## src/rtl/heap_pkg.sv

```systemverilog
// Shared encodings for the heap level controller.
// Holds the request opcode encoding and the controller state encoding.
// Imported by heap_level_ctrl.
package heap_pkg;

   // Request opcodes as carried on req_op / dn_req_op.
   typedef enum logic {
      OP_INSERT = 1'b0,
      OP_POP    = 1'b1
   } op_e;

   // Controller states.
   typedef enum logic [2:0] {
      IDLE    = 3'd0,
      RD      = 3'd1,
      CMP     = 3'd2,
      DN_REQ  = 3'd3,
      DN_WAIT = 3'd4,
      WR      = 3'd5
   } state_e;

endpackage

```

## src/rtl/dpram.sv

```systemverilog
// Level key storage: 2^LEVEL slots, port a read/write, port b read-only.
// Latency: reads are registered, so data appears the cycle after the address.
// Ports: clk; we_a/addr_a/wdata_a/rdata_a (port a); addr_b/rdata_b (port b).
//        Only the low LEVEL address bits select a slot. Contents are not reset.
module dpram #(
   parameter int DATA_WIDTH = 32,
   parameter int ADDR_WIDTH = 5,
   parameter int LEVEL      = 1
) (
   input  logic                  clk,
   input  logic                  we_a,
   input  logic [ADDR_WIDTH-1:0] addr_a,
   input  logic [DATA_WIDTH-1:0] wdata_a,
   output logic [DATA_WIDTH-1:0] rdata_a,
   input  logic [ADDR_WIDTH-1:0] addr_b,
   output logic [DATA_WIDTH-1:0] rdata_b
);

   localparam int NSLOT = 1 << LEVEL;

   logic [DATA_WIDTH-1:0] mem [NSLOT];

   always_ff @(posedge clk) begin
      if (we_a) begin
         mem[addr_a[LEVEL-1:0]] <= wdata_a;
      end
      rdata_a <= mem[addr_a[LEVEL-1:0]];
      rdata_b <= mem[addr_b[LEVEL-1:0]];
   end

   // Address bits above the slot index are intentionally ignored.
   if (ADDR_WIDTH > LEVEL) begin : g_hi_addr
      logic unused_hi_addr;
      assign unused_hi_addr = ^{addr_a[ADDR_WIDTH-1:LEVEL], addr_b[ADDR_WIDTH-1:LEVEL]};
   end

endmodule

```

## src/rtl/heap_level_ctrl.sv

```systemverilog
// One level of a pipelined binary heap: INSERT/POP on the two children of parent idx.
// Latency: accept at T, POP response at T+2; refill/carry via downstream request after.
// Backpressure: req_ready only in IDLE; dn_req held until dn_req_ready.
// Ports: clk, rst_n; req_* upstream request; rsp_* upstream POP response;
//        dn_req_* downstream request; dn_rsp_* downstream POP response;
//        busy (not IDLE); err_overflow (sticky, INSERT dropped at bottom level).
// Optional: HEAP_LEVEL_STATS_EN adds occ_cnt, the number of occupied slots.
module heap_level_ctrl
   import heap_pkg::*;
#(
   parameter int DATA_WIDTH = 32,
   parameter int ADDR_WIDTH = 5,
   parameter int LEVEL      = 1,
   parameter int LAST       = 0
) (
   input  logic                  clk,
   input  logic                  rst_n,
   input  logic                  req_valid,
   output logic                  req_ready,
   input  logic                  req_op,
   input  logic [ADDR_WIDTH-1:0] req_idx,
   input  logic [DATA_WIDTH-1:0] req_data,
   output logic                  rsp_valid,
   output logic                  rsp_empty,
   output logic [DATA_WIDTH-1:0] rsp_data,
   output logic                  dn_req_valid,
   input  logic                  dn_req_ready,
   output logic                  dn_req_op,
   output logic [ADDR_WIDTH-1:0] dn_req_idx,
   output logic [DATA_WIDTH-1:0] dn_req_data,
   input  logic                  dn_rsp_valid,
   input  logic                  dn_rsp_empty,
   input  logic [DATA_WIDTH-1:0] dn_rsp_data,
`ifdef HEAP_LEVEL_STATS_EN
   output logic [LEVEL:0]        occ_cnt,
`endif
   output logic                  busy,
   output logic                  err_overflow
);

   localparam int NSLOT = 1 << LEVEL;

   state_e                state_q, state_d;
   op_e                   op_q, op_d;
   logic [ADDR_WIDTH-1:0] idx_q, idx_d;
   logic [DATA_WIDTH-1:0] data_q, data_d;     // request key, later the refill key
   logic                  sel_q, sel_d;       // 1 = child b
   logic [NSLOT-1:0]      valid_q, valid_d;
   logic                  err_q, err_d;
   logic                  dn_vld_q, dn_vld_d;
   op_e                   dn_op_q, dn_op_d;
   logic [ADDR_WIDTH-1:0] dn_idx_q, dn_idx_d;
   logic [DATA_WIDTH-1:0] dn_dat_q, dn_dat_d;

   logic [ADDR_WIDTH-1:0] slot_a, slot_b, sel_slot;
   logic                  va, vb;
   logic [DATA_WIDTH-1:0] ka, kb, k_ins, ins_min, ins_max;
   logic                  pop_sel, ins_sel;

   logic                  ram_we;
   logic [ADDR_WIDTH-1:0] ram_addr_a;
   logic [DATA_WIDTH-1:0] ram_wdata;

   // Children of parent i live at {i,0} and {i,1}; bits above the level drop out.
   assign slot_a   = ADDR_WIDTH'({idx_q, 1'b0});
   assign slot_b   = slot_a | ADDR_WIDTH'(1);
   assign sel_slot = sel_q ? slot_b : slot_a;

   assign va = valid_q[slot_a[LEVEL-1:0]];
   assign vb = valid_q[slot_b[LEVEL-1:0]];

   // POP takes the smaller valid child, INSERT displaces the larger; ties pick a.
   assign pop_sel = (va && vb) ? (kb < ka) : vb;
   assign ins_sel = (kb > ka);
   assign k_ins   = ins_sel ? kb : ka;
   assign ins_min = (data_q < k_ins) ? data_q : k_ins;
   assign ins_max = (data_q < k_ins) ? k_ins : data_q;

   dpram #(
      .DATA_WIDTH(DATA_WIDTH),
      .ADDR_WIDTH(ADDR_WIDTH),
      .LEVEL     (LEVEL)
   ) u_ram (
      .clk    (clk),
      .we_a   (ram_we),
      .addr_a (ram_addr_a),
      .wdata_a(ram_wdata),
      .rdata_a(ka),
      .addr_b (slot_b),
      .rdata_b(kb)
   );

   always_comb begin
      state_d    = state_q;
      op_d       = op_q;
      idx_d      = idx_q;
      data_d     = data_q;
      sel_d      = sel_q;
      valid_d    = valid_q;
      err_d      = err_q;
      dn_vld_d   = dn_vld_q;
      dn_op_d    = dn_op_q;
      dn_idx_d   = dn_idx_q;
      dn_dat_d   = dn_dat_q;
      ram_we     = 1'b0;
      ram_addr_a = slot_a;
      ram_wdata  = data_q;
      rsp_valid  = 1'b0;
      rsp_empty  = 1'b0;
      rsp_data   = '0;

      case (state_q)
         IDLE: begin
            if (req_valid) begin
               op_d    = op_e'(req_op);
               idx_d   = req_idx;
               data_d  = req_data;
               state_d = RD;
            end
         end

         RD: state_d = CMP;

         CMP: begin
            if (op_q == OP_POP) begin
               rsp_valid = 1'b1;
               if (!va && !vb) begin
                  rsp_empty = 1'b1;
                  state_d   = IDLE;
               end else begin
                  rsp_data = pop_sel ? kb : ka;
                  sel_d    = pop_sel;
                  if (LAST != 0) begin
                     valid_d[pop_sel ? slot_b[LEVEL-1:0] : slot_a[LEVEL-1:0]] = 1'b0;
                     state_d = IDLE;
                  end else begin
                     dn_vld_d = 1'b1;
                     dn_op_d  = OP_POP;
                     dn_idx_d = pop_sel ? slot_b : slot_a;
                     dn_dat_d = '0;
                     state_d  = DN_REQ;
                  end
               end
            end else begin
               ram_we = 1'b1;
               if (!va || !vb) begin
                  ram_addr_a = va ? slot_b : slot_a;
                  valid_d[va ? slot_b[LEVEL-1:0] : slot_a[LEVEL-1:0]] = 1'b1;
                  state_d = IDLE;
               end else begin
                  // Keep the smaller key here, push the larger one down a level.
                  ram_addr_a = ins_sel ? slot_b : slot_a;
                  ram_wdata  = ins_min;
                  sel_d      = ins_sel;
                  if (LAST != 0) begin
                     err_d   = 1'b1;
                     state_d = IDLE;
                  end else begin
                     dn_vld_d = 1'b1;
                     dn_op_d  = OP_INSERT;
                     dn_idx_d = ins_sel ? slot_b : slot_a;
                     dn_dat_d = ins_max;
                     state_d  = DN_REQ;
                  end
               end
            end
         end

         DN_REQ: begin
            if (dn_req_ready) begin
               dn_vld_d = 1'b0;
               state_d  = (dn_op_q == OP_POP) ? DN_WAIT : IDLE;
            end
         end

         DN_WAIT: begin
            if (dn_rsp_valid) begin
               if (dn_rsp_empty) begin
                  valid_d[sel_slot[LEVEL-1:0]] = 1'b0;
                  state_d = IDLE;
               end else begin
                  data_d  = dn_rsp_data;
                  state_d = WR;
               end
            end
         end

         WR: begin
            ram_we     = 1'b1;
            ram_addr_a = sel_slot;
            ram_wdata  = data_q;
            valid_d[sel_slot[LEVEL-1:0]] = 1'b1;
            state_d    = IDLE;
         end

         default: state_d = IDLE;
      endcase
   end

   always_ff @(posedge clk or negedge rst_n) begin
      if (!rst_n) begin
         state_q  <= IDLE;
         op_q     <= OP_INSERT;
         idx_q    <= '0;
         data_q   <= '0;
         sel_q    <= 1'b0;
         valid_q  <= '0;
         err_q    <= 1'b0;
         dn_vld_q <= 1'b0;
         dn_op_q  <= OP_INSERT;
         dn_idx_q <= '0;
         dn_dat_q <= '0;
      end else begin
         state_q  <= state_d;
         op_q     <= op_d;
         idx_q    <= idx_d;
         data_q   <= data_d;
         sel_q    <= sel_d;
         valid_q  <= valid_d;
         err_q    <= err_d;
         dn_vld_q <= dn_vld_d;
         dn_op_q  <= dn_op_d;
         dn_idx_q <= dn_idx_d;
         dn_dat_q <= dn_dat_d;
      end
   end

   assign req_ready    = (state_q == IDLE);
   assign busy         = (state_q != IDLE);
   assign err_overflow = err_q;
   assign dn_req_valid = dn_vld_q;
   assign dn_req_op    = dn_op_q;
   assign dn_req_idx   = dn_idx_q;
   assign dn_req_data  = dn_dat_q;

`ifdef HEAP_LEVEL_STATS_EN
   always_comb begin
      occ_cnt = '0;
      for (int s = 0; s < NSLOT; s++) begin
         occ_cnt = occ_cnt + (LEVEL+1)'(valid_q[s]);
      end
   end
`endif

endmodule

```

## config.mk

```make
export PLATFORM = sky130hd
export DESIGN_NAME = heap_level_ctrl
export DESIGN_NICKNAME = d
export VERILOG_FILES = /design/src/rtl/heap_pkg.sv /design/src/rtl/dpram.sv /design/src/rtl/heap_level_ctrl.sv
export SDC_FILE = /design/constraint.sdc
export NUM_CORES = 1
export LEC_CHECK = 0
export ABC_AREA = 1
export BUFFER_PORTS_ARGS = -buffer_cell sky130_fd_sc_hd__buf_2
export CORE_MARGIN = 3
export CORE_UTILIZATION = 58
export CTS_CLUSTER_DIAMETER = 120
export DETAILED_ROUTE_END_ITERATION = 10
export GPL_TIMING_DRIVEN = 0
export PLACE_DENSITY = 0.77
export SLEW_MARGIN = 20
export SYNTH_ARGS = -nofsm -noshare
export SYNTH_HDL_FRONTEND = slang
export SYNTH_HIERARCHICAL = 1
export SYNTH_SLANG_ARGS = --single-unit
```

## constraint.sdc

```tcl
create_clock -name clk -period 4.51 [get_ports clk]
set_input_delay 0.2255 -clock clk [delete_from_list [all_inputs] [get_ports clk]]
set_output_delay 0.2255 -clock clk [all_outputs]
set_load 0.01 [all_outputs]
```

* Word level (Yosys, flattened, before mapping)
Memories as Yosys holds them, arrays and structs flattened. A register that Yosys moved wholly into a read port is not among the register bits.
Cells that the tools add are included.
** Cells by class
- Magnitude comparators :: 7
- Muxes and demuxes :: 66
- Equal/unequal tests :: 16
- Multipliers :: 0
- Reductions and logical operators :: 18
- Divide/modulo/power cells :: 0
- Add/subtract/negate cells :: 0
- Bitwise operators :: 4
- Shift-type cells :: 0
** Operator list (number)
- 32-bit 2-to-1 mux :: 16
- 32-bit < comparator :: 2
- 32-bit one-hot mux with 2 select lines :: 1
- 32-bit greater-than comparator :: 1
- 1-bit 2-to-1 mux :: 27
- 3-bit 2-to-1 mux :: 6
- 2-bit inequality test (second input constant) :: 9
- 5-bit 2-to-1 mux :: 3
- 3-bit one-hot mux with 5 select lines :: 1
- 2-bit 2-to-1 mux :: 6
- 4-bit AND reduction :: 2
- 3-bit by 2-bit equality test with 1-bit output (second input constant) :: 2
- 3-bit equality test (second input constant) :: 2
- 3-bit inequality test (second input constant) :: 2
- 1-bit one-hot mux with 2 select lines :: 3
- 2-bit one-hot mux with 3 select lines :: 1
- 3-bit AND reduction :: 2
- 3-bit nonzero test :: 2
- 5-bit AND reduction :: 1
- 1-bit logical AND :: 4
- 1-bit by 2-bit < comparator with 1-bit output (second input constant) :: 2
- 2-bit bitwise OR :: 2
- 2-bit nonzero test :: 2
- 3-bit by 1-bit equality test with 1-bit output (second input constant) :: 1
- 8 further kinds :: 11
** Storage, ports and cells
- Input port bits :: 76
- Logic and storage cells :: 122
- Output and inout port bits :: 76
- Register bits after elaboration :: 82
- Memory bits (writable) :: 64
- Memories kept :: 1
- Memory bits (read-only) :: 0
- Bits in latches :: 0
** Memories
- u_ram.mem :: words 2, width 32, rd ports 2, clocked after Yosys merged registers in 2, wr ports 1, RTL line dpram.sv:21 : logic [DATA_WIDTH-1:0] mem [NSLOT];

* Depth between registers and ports, before layout
Gate-level depths: netlist of run 1.
- Depth after elaboration :: 10
- Gate-level depth with buffers :: 32
- Depth with buffers taken out :: 30

* Hierarchy
The synthesis of run 1 kept the hierarchy.
** Modules (own cells, without submodules)
- heap_level_ctrl :: cells an instance 949, times used 1, area each 6805.3 um2, sequential area each 2026.9 um2
- dpram :: cells an instance 340, times used 1, area each 4126.5 um2, sequential area each 3203.1 um2

* Worst setup path before layout of run 1
OpenSTA, ideal clock, no wires.
- Path type :: register to register
- From :: register u_ram.rdata_a[19], read port of u_ram.mem
- To :: memory u_ram.mem[0][0], enable pin
- Library setup time :: 422 ps
- Setup slack :: 532 ps
- Data required time :: 4088 ps
- Stages on the path, launching flop included :: 15
- Arrival :: 3556 ps
- Cells stage by stage :: dfxtp_1 -> inv_1 -> ha_1 -> a21o_1 -> o21ai_1 -> nand2_1 -> a21oi_1 -> nand2_4 -> nand2_4 -> clkbuf_1 -> nand2_1 -> a31o_2 -> buf_6 -> buf_6 -> nor2_1
** Between the ends
- Cells in the longest elaborated chain, start to end :: 5
** Ends and longest elaborated chain
- start, declared :: RTL line dpram.sv:14 : output logic [DATA_WIDTH-1:0] rdata_a,
- 32-bit greater-than comparator :: RTL line heap_level_ctrl.sv:74 : assign ins_sel = (kb > ka);
- 1-bit 2-to-1 mux :: RTL line heap_level_ctrl.sv:152 : ram_addr_a = ins_sel ? slot_b : slot_a;
- 1-bit 2-to-1 mux :: RTL line heap_level_ctrl.sv:146 : if (!va || !vb) begin
- 1-bit 2-to-1 mux :: RTL line heap_level_ctrl.sv:125 : if (op_q == OP_POP) begin
- 1-bit one-hot mux with 2 select lines :: RTL line heap_level_ctrl.sv:112 : case (state_q)
- via ram_addr_a[0] :: RTL line heap_level_ctrl.sv:61 : logic [ADDR_WIDTH-1:0] ram_addr_a;
- end, declared :: RTL line dpram.sv:21
The timed path passes the listed nets, and every way through them passes these cells.

* Final worst setup path of run 1
- From :: register u_ram.rdata_a[31], read port of u_ram.mem
- To :: memory u_ram.mem[1][8] (data pin)
** Between the ends
- Cells in the longest elaborated chain, start to end :: 7
** Ends and longest elaborated chain
- 32-bit greater-than comparator :: RTL line heap_level_ctrl.sv:74
- 32-bit 2-to-1 mux * :: RTL line heap_level_ctrl.sv:75 : assign k_ins = ins_sel ? kb : ka;
- 32-bit < comparator :: RTL line heap_level_ctrl.sv:76 : assign ins_min = (data_q < k_ins) ? data_q : k_ins;
- 32-bit 2-to-1 mux * :: RTL line heap_level_ctrl.sv:76
- 32-bit 2-to-1 mux * :: RTL line heap_level_ctrl.sv:146
- 32-bit 2-to-1 mux * :: RTL line heap_level_ctrl.sv:125
- 32-bit 2-to-1 mux * :: RTL line heap_level_ctrl.sv:112
- via ram_wdata[8] :: RTL line heap_level_ctrl.sv:62 : logic [DATA_WIDTH-1:0] ram_wdata;
Mark *: on every way through the listed nets, which the timed path passes. The rest lies on a longest branch.

==> reports/metrics.cfg, run 1 <==
[die]
die_w_um = 143
initial_core_util_pct = 60.0
rows = 49
die_y_um = 143
die-area_um2 = 20500
core_um2 = 18200
ioPinCount = 152

[global_route]
grt_max_degree = 52
globalRouteOverflowTotal = 0
grt_pass1_vias = 8802
globalRouteTotalUtil_pct = 27.6
grt_pass1_wl_mm = 44.8
antenna_found_initial = 0

[route]
postRouteAntennaNets = 0
first_pass_iters = 5
drtIter0Drc = 772
drc = 0
vias = 9462
viasPerCell = 5.52
finalWirelength_mm = 28.7
wl_per_cell_um = 16.7

[cts]
clk_latency_ps = 490
clk_path_buf_depth = 3
path_clk_slew_ps = 60
root_buffer = clkbuf_16
clock_sinks = 209
cts_max_level = 1
cts_inserted_buffers = 21
cts_tree = built

[placed_design]
dp_hpwl_mm = 21.7
place_area_um2 = 12000
gp_congestion = 0.934
dp_slack_ps = -361
numPortBuffers = 149

[power]
total_power_w = 0.00985
ir_worst_vdd_v = 0.000426
p_leak_nw = 6.41
power_density_nw_per_um2 = 764

[cells_and_area]
fin_area_um2 = 12900
num_antenna_cells = 0
nNetsFinal = 1609
seqCellArea_um2 = 5230
final_cell_mix = nand2_1 (411), buf_2 (157), inv_1 (93)
drive_gt1_share_pct = 23.8
nFillCells = 1373
syn_to_final_growth_pct = 17.9
multi_input_area_um2 = 5050
final_common_cell = nand2_1

[job]
cap_violations = 0

[sta]
worst_pin_slew_ps = 779
fin_ws_ps = 268
max_clock_freq_mhz = 236
min_period_ps = 4240
maxSlewViolCount = 0
finalHoldViolCount = 0
relSlewSlack_pct = 47.9
setup_viol = 0
fin_crit_sh_pct = 94.1
finalClockSkew_ps = 12.4

[synthesis]
synth_edf_count = 64
syn_inst = 1289
synth.cell_area_um2 = 10900
ys_seq_elements = 209
seq_area_frac_synth_pct = 47.8
yosysTopAreaCell = dfrtp_1
syn_avg_cell_area_um2 = 8.48
synthesis.nets = 1426
synth_cell_types = 44
ys_async_sr_fraction_pct = 38.8
yosys_most_used_dff = dfrtp_1
yosys_warnings = 6
synth_area_leaders = dfrtp_1 (19%), edfxtp_1 (18%), nand2_1 (14%)
synth_top_area_share_pct = 18.5

[setup_path]
cp_slowest_stage_delay_ps = 350
worstPathCellList = inv_1 -> ha_1 -> nand2_1 -> nor3_4 -> and3_1 -> nand2_1 -> nand2_4 -> nand2_4 -> buf_2 -> o21ai_1 -> ha_1 -> a21oi_1 -> nor2_1 -> a211oi_2 -> o21a_1 -> o21ai_0 -> a21oi_2 -> buf_4 -> nand2_4 -> nand2_4 -> buf_6 -> nand2_2 -> o21ai_2
cp-end-kind = register
critPathLaunchType = register
crit_type = reg -> reg
critPathMostFrequentCell = nand2_4
crit_fanout = 10
critical_path_required_ps = 4720
crit_arrival_ps = 4450
critical-path-top-delay-family = simple AND/OR/NAND/NOR gates
crit_slowest_cell = o21ai_1
cp_num_buf_inv = 4

[outcome]
status = finished, final reports clean

[worst_hold_path]
hold_class = in -> reg

==> cell usage after synthesis (34+ instances only) <==
cell type  number
a211oi_1       34
nor2_1         66
inv_1          94
o21ai_0        68
edfxtp_1       64
ha_1           61
nand3_1        76
dfxtp_1        64
dfrtp_1        81
nand2_1       411
clkbuf_1       34
==> metrics by stage <==
stage | instances | setup TNS, ps | hold WS (ps) | utilization, %
final | 1715 | 0 | 17.1 | 70.8
after CTS | 1714 | 0 | 9.04 | 70.1
after detailed placement | 1669 | -30260 | 189 | 66.1
after floorplan | 1289 | 0 | -70.1 | -
after global placement | 1667 | -52370 | 442 | 65.7
after global routing | 1715 | -262 | 22.0 | 70.8
==> path summary, 6_finish.rpt <==
kind	to	slack, ps	start	cells after the start
worst max register to register	u_ram/mem[1][8]	270	u_ram/rdata_a[31]	23
max in group asynchronous	dn_req_data[27]	3700	rst_n	3
worst min-delay path	data_q[13]	20	dn_rsp_data[13]	3
worst max-delay path	u_ram/mem[1][8]	270	u_ram/rdata_a[31]	23
worst min register to register	u_ram/rdata_b[27]	460	u_ram/mem[1][27]	2
min in group asynchronous	dn_req_data[13]	220	rst_n	2
==> worst reg2reg max path, delay by kind of cell (launching register included) <==
family / cells / cell delay [ps]
and+or+nand+nor: 10 / 1410
AOI/OAI and AO/OA: 7 / 1060
buffers and inverters: 4 / 680
DFF: 1 / 300
adders and majority gates: 2 / 530
==> registers in the layout, summed over array words and instances, names as in the netlist <==
signal	cells
u_ram/mem	64
data_q	32
dn_req_data	32
u_ram/rdata_a	32
u_ram/rdata_b	32
dn_req_idx	5
idx_q	4
state_q	3
valid_q	2
dn_req_op	1
dn_req_valid	1
op_q	1
==> where the power goes <==
part,internal (W),switching (W)
Sequential,0.00266,0.000394
Clock,0.000937,0.000685
Combinational,0.00175,0.00342
==> per-layer routing <==
layer	up-vias	routed length (µm)	track usage, %	part of all wire, %
met5	-	0	0	0
met4	0	601	6.49	2.1
met3	56	2240	4.86	7.8
met2	368	13000	44.8	45
met1	4392	12800	39.1	45
li1	4646	-	-	-
==> cell families after synthesis <==
logic type | count (synthesis) | synth area share, %
compound gates | 213 | 12.7
simple gates | 636 | 24.9
fa+ha+maj | 61 | 6.98
other cells | 2 | 0.0687
flops | 209 | 47.8
buf+inv | 164 | 7.12
mux | 4 | 0.412
==> area by class of cell <==
type,instances,area share (%)
repair buffers,160,6.91
inverters,98,2.91
flip-flops and latches,209,40.6
clock inverters,8,0.281
clock buffers,29,4.71
multi-input cells,916,39.2
well taps,229,2.22
plain buffers,66,3.23
==> what timing repair did <==
item                                   4_1_cts  5_1_grt
pin swaps                                    0        1
endpoints found under the hold margin       37        0
gates resized for setup                     19       52
setup endpoints to repair                   94       94
buffers inserted                             0        1
hold buffers                                 8        0
Power figures use the tool's default switching activity.
==> inputs of run 2 (changes only) <==
Settings changed: CORE_UTILIZATION 58 to 24, PLACE_DENSITY 0.77 to 0.37.
==> run 2 against run 1 <==
Against the previous run: setup slack got worse by 46 ps; via count is 4.2% lower; die area grew 130%; critical path depth stayed put; core utilization shrank 40 points; sequential power about the same; hold slack worse by 8.3 ps; flip-flop and latch count did not move; largest cell class unchanged.
==> reports/metrics.cfg, run 2 (synthesis gave the netlist of run 1 again) <==
[setup_path]
reg2reg_from = u_ram/rdata_a[27]
critPathLaunchType = register
timing.rr.end = u_ram/mem[1][6]
reg2regPathDepth = 23
crit_type = reg -> reg
rrSetupSlack_ps = 220
crit_arrival_ps = 4530
cp-end-kind = register
critical_path_required_ps = 4750
crit_fanout = 10
critPathLaunch = u_ram/rdata_a[27]

[sta]
rsz0062_at_grt = true
finalHoldViolCount = 0
relSlewSlack_pct = 39.3
max_clock_freq_mhz = 233
fin_ws_ps = 222
finalClockSkew_ps = 22.0
fin_crit_sh_pct = 95.1
maxSlewViolCount = 0
setup_viol = 0
fin_setup_tns_ps = 0
min_period_ps = 4290
worst_pin_slew_ps = 907

[power]
power_density_nw_per_um2 = 763
total_power_w = 0.0105
p_comb_share_pct = 52.6
netSwitchingFraction_pct = 46.2
p_int_w = 0.00566
clockPowerShare_pct = 18.2
p_leak_nw = 6.60
ir_worst_vdd_v = 0.000260
seqPwrFrac_pct = 29.2
power.switching_w = 0.00485

[cells_and_area]
final_cell_mix = nand2_1 (411), buf_2 (155), inv_1 (93)
final_common_cell = nand2_1
num_antenna_cells = 0
drive_gt1_share_pct = 24.5
final_cell_count_no_fill = 2103
nNetsFinal = 1631
largest_reg_flops = 64
syn_to_final_growth_pct = 26.1

[route]
first_pass_iters = 4
viasPerCell = 4.31
vias = 9067
finalWirelength_mm = 36.6
drc = 0
wl_met2_mm = 16.7
wl_per_cell_um = 17.4
wl_met3_mm = 1.56
drtIter0Drc = 355
wl_met1_mm = 17.8
postRouteAntennaNets = 0
top_layer = met4

[worst_hold_path]
holdPathEnd = data_q[29]
hold_class = in -> reg
hold_path_startpoint = dn_rsp_data[29]
min_path_cells = 3

[cts]
cts_max_level = 1
clk_latency_ps = 530
clk_path_buf_depth = 3
root_buffer = clkbuf_16
cts_tree = built
path_clk_slew_ps = 60
cts_inserted_buffers = 24
clock_sinks = 209

[placed_design]
dp_hpwl_mm = 29.2
gp_congestion = 0.826
dp_slack_ps = -889
numPortBuffers = 149
dp.cells = 2033

[die]
rows = 77
die-area_um2 = 48100
ioPinCount = 152
initial_core_util_pct = 24.5
die_w_um = 219
core_um2 = 44600
die_y_um = 219

[global_route]
grt_max_degree = 52
globalRouteOverflowTotal = 0
grt_pass1_vias = 9331
globalRouteTotalUtil_pct = 15.2
antenna_found_initial = 0
grt_pass1_wl_mm = 55.7

[outcome]
status = finished, final reports clean

[job]
cap_violations = 0

run 2: cell types whose count changed in the layout (fill, tap and decap cells not counted), sizes merged:
cell / delta
buf: +7
bufinv: +1
clkbuf: +7
clkinvlp: +1
clkinv: -5
dlygate4sd3: +14
run 2: what timing repair did:
| item | CTS | global route |
|---|---|---|
| hold buffers | 22 | 0 |
| endpoints found under the setup margin | 102 | 94 |
| hold endpoints to repair | 102 | 0 |
| pin swaps | 1 | 5 |
| buffers inserted | 2 | 4 |
| cloned | 0 | 0 |
| gates resized for setup | 63 | 33 |
run 2: layout make-up:
type / count / area (µm²)
fill: 4740 / 30800
clock buffer: 38 / 724
tap: 592 / 741
multi-input combinational: 916 / 5120
buffer: 65 / 440
inverter: 98 / 375
sequential: 209 / 5230
clock inverter: 5 / 52.6
timing repair buffer: 180 / 1090
run 2: worst max path at each step:
stage | end | slack (ps) | cells after the start
floorplan | u_ram/mem[0][0] | 530 | 14
global placement | u_ram/mem[0][11] | -1390 | 13
detailed placement | u_ram/mem[1][11] | -890 | 21
CTS | u_ram/mem[0][8] | 0.3 | 20
global route | u_ram/mem[0][4] | -40 | 23
finish | u_ram/mem[1][6] | 220 | 23
run 2: critical path, cell delays in order (launching register included):
cell	delay [ps]
dfxtp_1	300
inv_1	60
ha_1	320
nand4_1	190
nor3_4	300
and3_4	250
nand2_1	100
nand2_4	150
nand2_4	110
buf_4	220
nand2_1	120
o21ai_4	100
ha_1	310
nand2_1	50
inv_1	60
nand3_1	130
nor3_4	240
nor4b_4	280
nand2_4	120
nand2_4	140
nand2_8	110
buf_12	200
nand2_2	60
o21ai_2	80
run 2: power groups by stage:
| stage | Sequential, W | Clock [W] | Combinational [W] |
|---|---|---|---|
| after floorplan | 0.00306 | 0 | 0.00328 |
| after global placement | 0.00310 | 0 | 0.00519 |
| after CTS | 0.00307 | 0.00199 | 0.00549 |
| after global routing | 0.00315 | 0.00206 | 0.00627 |
| final | 0.00307 | 0.00191 | 0.00553 |
| after detailed placement | 0.00309 | 0 | 0.00526 |
run 2: layer usage:
layer	up-vias	global-route usage, %
met1	4156	21.3
met4	0	2.89
met2	184	25.1
met3	27	2.24
met5	-	0
li1	4700	-
run 2: stage by stage:
stage	hold WS [ps]	utilization [%]	instance area (µm²)
after global placement	448	27.8	12400
after CTS	3.46	30.6	13700
after floorplan	-70.1	-	10900
final	8.85	30.9	13800
after global routing	18.4	30.9	13800
after detailed placement	147	28.0	12500
